### src/rtl/dsm_pkg.sv
// dsm_pkg: widths and arithmetic helpers shared by dsm_modulator.
// DSM_SECOND_ORDER_EN selects the wider second-order accumulator width.
package dsm_pkg;
  function automatic int acc_w(input int data_w);
`ifdef DSM_SECOND_ORDER_EN
    return data_w + 4;
`else
    return data_w + 2;
`endif
  endfunction
  function automatic longint full_scale(input int data_w, input logic pos);
    return pos ? (longint'(1) <<< (data_w - 1)) : -(longint'(1) <<< (data_w - 1));
  endfunction
  function automatic longint sext(input logic [63:0] v, input int w);
    return $signed(v << (64 - w)) >>> (64 - w);
  endfunction
endpackage

### src/rtl/dsm_tick_gen.sv
// dsm_tick_gen: clock-enable tick every CLK_DIV cycles and frame boundary every OSR ticks.
module dsm_tick_gen #(
  parameter int CLK_DIV = 2,
  parameter int OSR = 64
) (
  input  logic clk_in,
  input  logic rst_n,
  output logic tick,
  output logic frame_end
);
  localparam int CW = CLK_DIV > 1 ? $clog2(CLK_DIV) : 1;
  localparam int FW = $clog2(OSR);
  logic [CW-1:0] cnt;
  logic [FW-1:0] fcnt;
  assign tick = cnt == CW'(CLK_DIV - 1);
  assign frame_end = tick && fcnt == FW'(OSR - 1);
  always_ff @(posedge clk_in or negedge rst_n)
    if (!rst_n) begin
      cnt <= '0;
      fcnt <= '0;
    end else begin
      cnt <= tick ? '0 : cnt + 1'b1;
      fcnt <= frame_end ? '0 : tick ? fcnt + 1'b1 : fcnt;
    end
endmodule

### src/rtl/dsm_modulator.sv
// dsm_modulator: 1-bit delta-sigma DAC modulator with a one-deep sample buffer.
// Define DSM_SECOND_ORDER_EN for the second-order loop; default is first order.
module dsm_modulator
  import dsm_pkg::*;
#(
  parameter int DATA_W = 16,
  parameter int CLK_DIV = 2,
  parameter int OSR = 64
) (
  input  logic              clk_in,
  input  logic              rst_n,
  input  logic [DATA_W-1:0] s_data,
  input  logic              s_valid,
  output logic              s_ready,
  input  logic              clr_underrun,
  output logic              dac_out,
  output logic              tick_out,
  output logic              underrun
);
  localparam int AW = acc_w(DATA_W);
  localparam logic signed [AW-1:0] FB_P = AW'(full_scale(DATA_W, 1'b1));
  localparam logic signed [AW-1:0] FB_N = AW'(full_scale(DATA_W, 1'b0));
  logic tick, frame_end, hold_full, accept;
  logic [DATA_W-1:0] hold, active;
  logic signed [AW-1:0] x, fb, e1, e_out, acc1;
  dsm_tick_gen #(.CLK_DIV(CLK_DIV), .OSR(OSR)) u_tick (
    .clk_in(clk_in),
    .rst_n(rst_n),
    .tick(tick),
    .frame_end(frame_end)
  );
  assign s_ready = ~hold_full;
  assign accept = s_valid && s_ready;
  assign x = AW'(sext(64'(active), DATA_W));
  assign fb = dac_out ? FB_P : FB_N;
  assign e1 = acc1 + x - fb;
`ifdef DSM_SECOND_ORDER_EN
  logic signed [AW-1:0] acc2, e2;
  assign e2 = acc2 + e1 - fb;
  assign e_out = e2;
  always_ff @(posedge clk_in or negedge rst_n)
    if (!rst_n) acc2 <= '0;
    else if (tick) acc2 <= e2;
`else
  assign e_out = e1;
`endif
  // A sample accepted on a boundary cycle waits in hold for the next boundary.
  always_ff @(posedge clk_in or negedge rst_n)
    if (!rst_n) begin
      hold_full <= 1'b0;
      hold <= '0;
      active <= '0;
      underrun <= 1'b0;
      tick_out <= 1'b0;
      acc1 <= '0;
      dac_out <= 1'b0;
    end else begin
      hold_full <= accept | (hold_full & ~frame_end);
      hold <= accept ? s_data : hold;
      active <= (frame_end && hold_full) ? hold : active;
      underrun <= (frame_end && !hold_full) | (underrun & ~clr_underrun);
      tick_out <= tick;
      acc1 <= tick ? e1 : acc1;
      dac_out <= tick ? ~e_out[AW-1] : dac_out;
    end
endmodule

### config.mk
export PLATFORM = sky130hd
export DESIGN_NAME = dsm_modulator
export DESIGN_NICKNAME = d
export VERILOG_FILES = /design/src/rtl/dsm_pkg.sv /design/src/rtl/dsm_tick_gen.sv /design/src/rtl/dsm_modulator.sv
export SDC_FILE = /design/constraint.sdc
export NUM_CORES = 1
export LEC_CHECK = 0
export ABC_CLOCK_PERIOD_IN_PS = 3100
export CORE_UTILIZATION = 59
export DETAILED_ROUTE_END_ITERATION = 8
export PLACE_DENSITY = 0.8
export SLEW_MARGIN = 15
export SYNTH_ARGS = -nofsm -noshare
export SYNTH_HDL_FRONTEND = slang
export SYNTH_HIERARCHICAL = 1
export SYNTH_SLANG_ARGS = --single-unit
### constraint.sdc
create_clock -name clk_in -period 3.1 [get_ports clk_in]
set_input_delay 0.62 -clock clk_in [delete_from_list [all_inputs] [get_ports clk_in]]
set_output_delay 0.62 -clock clk_in [all_outputs]
set_load 0.01 [all_outputs]
==> impl_metrics.ini <==
[placed_design]
portBuffers = 23
dpl_cell_area_um2 = 3910
gp_congestion = 0.933
dp_hpwl_mm = 4.98

[cells_and_area]
fillCellCount = 433
area_delta_synth_final_pct = 13.7
ff_latch_area_um2 = 1530
nets = 440
multi_input_area_um2 = 1790
stdcell_area_um2 = 4090
antenna_cells = 0
drive_gt1_share_pct = 17.0

[synth]
synth_area_per_cell_um2 = 10.1
synth_warnings = 6
syn_nets = 410
synthFlopType = dfrtp_1
synth-seq-area-share_pct = 42.4
synth.distinct_cells = 52
yosys.area.top_type = dfrtp_1
netlist_top_cells_count = inv_1 (67), dfrtp_1 (61), ha_1 (34), mux2_2 (34), nand2_1 (23)
async_flop_share_pct = 100
netlist_instances = 355
synth_top_area_share_pct = 42.4
ys_ff_latch = 61
netlist_top_cells_area = dfrtp_1 (42%), ha_1 (12%), mux2_2 (11%)
yosysMostFrequentCell = inv_1
synth-edff-count = 0
synth_area_um2 = 3600

[route]
dr.pass1.iters = 4
vias_per_cell = 5.61
drtIter0Drc = 156
num_vias = 2603
wire_per_inst_um = 14.8
drc = 0
ant_nets = 0
wl_mm = 6.86

[hold_path]
hold_path.class = input port to asynchronous set/reset pin

[grt]
track_usage_pct = 24.3
grt_max_degree = 62
gr-usage-met1_pct = 31.5
grt_overflow_total = 0
use_met2_pct = 38.3
antenna_found_initial = 0
grtUsageMet3_pct = 5.11
grt_pass1_wl_mm = 11.6
grt_pass1_vias = 2552
top_usage_layer = met2

[cts]
clk_path_buf_depth = 2
clockRootBuffer = clkbuf_8
cts_made_buffers = 9
clkSinkCount = 61
clk_pin_slew_ps = 60
clock_latency_ps = 340
ctsHoldBuffers = 0
cts_setup_buffers = 0
cts-resized-gates = 0
cts_tree = built
htreeDepth = 3

[critical_path]
rr_worst_depth = 9
crit_fanout = 6
crit_path_start_kind = flop
critPathRequiredTime_ps = 3340
worstReg2RegEnd = acc1[17]
end_kind = flop
r2r-start = active[5]
critPathArrivalTime_ps = 2780
path_class = flop to flop
r2r_slack_ps = 560

[sta]
finalSetupTns_ps = 0
fin_crit_ps = 2540
slew_headroom_pct = 46.1
finClkSkew_ps = 6.46
worst_pin_slew_ps = 806
max_freq_mhz = 394
fin_crit_sh_pct = 81.9
hold_viol = 0
drv_slew = 0
rsz0062_at_grt = false
setup_viol = 0

[floorplanning]
num_rows = 28
die-area_um2 = 6420
die_x_um = 80.1
dieHeight_um = 80.1
start_util_pct = 61.1
fp.coreArea_um2 = 5890
ioPinCount = 24

[power]
leakagePower_nw = 2.04
finalPower_mw = 1.57
p_per_area_nw_per_um2 = 384
ir_drop_mv = 0.345

[flow_run]
cap_violations = 0

[status]
outcome = completed
-- layer usage --
metal	vias to the layer above	wire length, um
li1	1259	-
met1	1250	3140
met2	73	3230
met3	21	280
met4	0	203
met5	-	0
-- final cells by class --
cell class / instances / area share, %
timing repair buffer: 26 / 6.06
sequential: 61 / 37.3
tap: 75 / 2.29
multi-input combinational: 219 / 43.7
inverter: 68 / 6.24
clock buffer: 10 / 3.12
clock inverter: 5 / 1.28
-- registers in the layout (all words and copies together), names as in the netlist --
signal	flops
hold_full	1
underrun	1
active	16
acc1	18
u_tick/tick	1
u_tick/fcnt	6
dac_out	1
tick_out	1
hold	16
-- worst max-delay path, stage by stage (launching register included) --
cell and delay, ps:
dfrtp_1 340, inv_1 40, ha_1 260, inv_1 40, ha_1 340, or2_1 240, a21oi_1 400, nor3_2 140
or4_1 540, o311ai_1 90
-- power breakdown --
group          total (mW)  switching [mW]  leakage (nW)  internal (mW)
registers           0.837          0.0137         0.800          0.823
logic              0.0657          0.0251          1.15         0.0406
clock network       0.667           0.305        0.0919          0.362
total                1.57           0.343          2.04           1.23
-- cells in the final DEF (no fill, tap or decap), types with 5 or more instances in the layout --
master and instances:
clkdlybuf4s50_1 22, o21ai_0 10, o31ai_1 5, dfrtp_1 61
nand4_1 7, nor2_1 14, inv_1 67, nor3_1 5
ha_1 34, mux2i_1 7, mux2_2 34, xnor2_1 9
a21oi_1 15, nand2_1 23, clkbuf_8 9, xor2_1 6
-- cell families after synthesis --
family                   share of synthesized area [%]
AO/OA/AOI/OAI                                     10.7
XOR/XNOR                                          3.65
adder cells (fa/ha/maj)                           12.4
buffers and inverters                             7.93
flip-flops                                        42.4
multiplexers                                      12.6
AND/OR/NAND/NOR                                   10.3
-- metrics by stage --
step / hold slack [ps] / util [%] / instances / worst slack, ps
detailed placement: 468 / 66.4 / 449 / 602
global placement: 463 / 66.4 / 449 / 713
global route: 500 / 69.5 / 464 / 466
finish: 431 / 69.5 / 464 / 562
CTS: 464 / 69.5 / 464 / 595
floorplan: 324 / - / 355 / 795
-- worst max-delay path by stage --
| stage | startpoint | endpoint | slack [ps] |
|---|---|---|---|
| final | active[5] | acc1[17] | 560 |
| after global routing | active[5] | acc1[17] | 470 |
| after CTS | active[5] | acc1[17] | 600 |
| after detailed placement | active[5] | acc1[17] | 600 |
| after global placement | active[5] | dac_out | 710 |
| after floorplan | active[8] | dac_out | 800 |
Note: power is estimated with default switching activity, not from simulation.
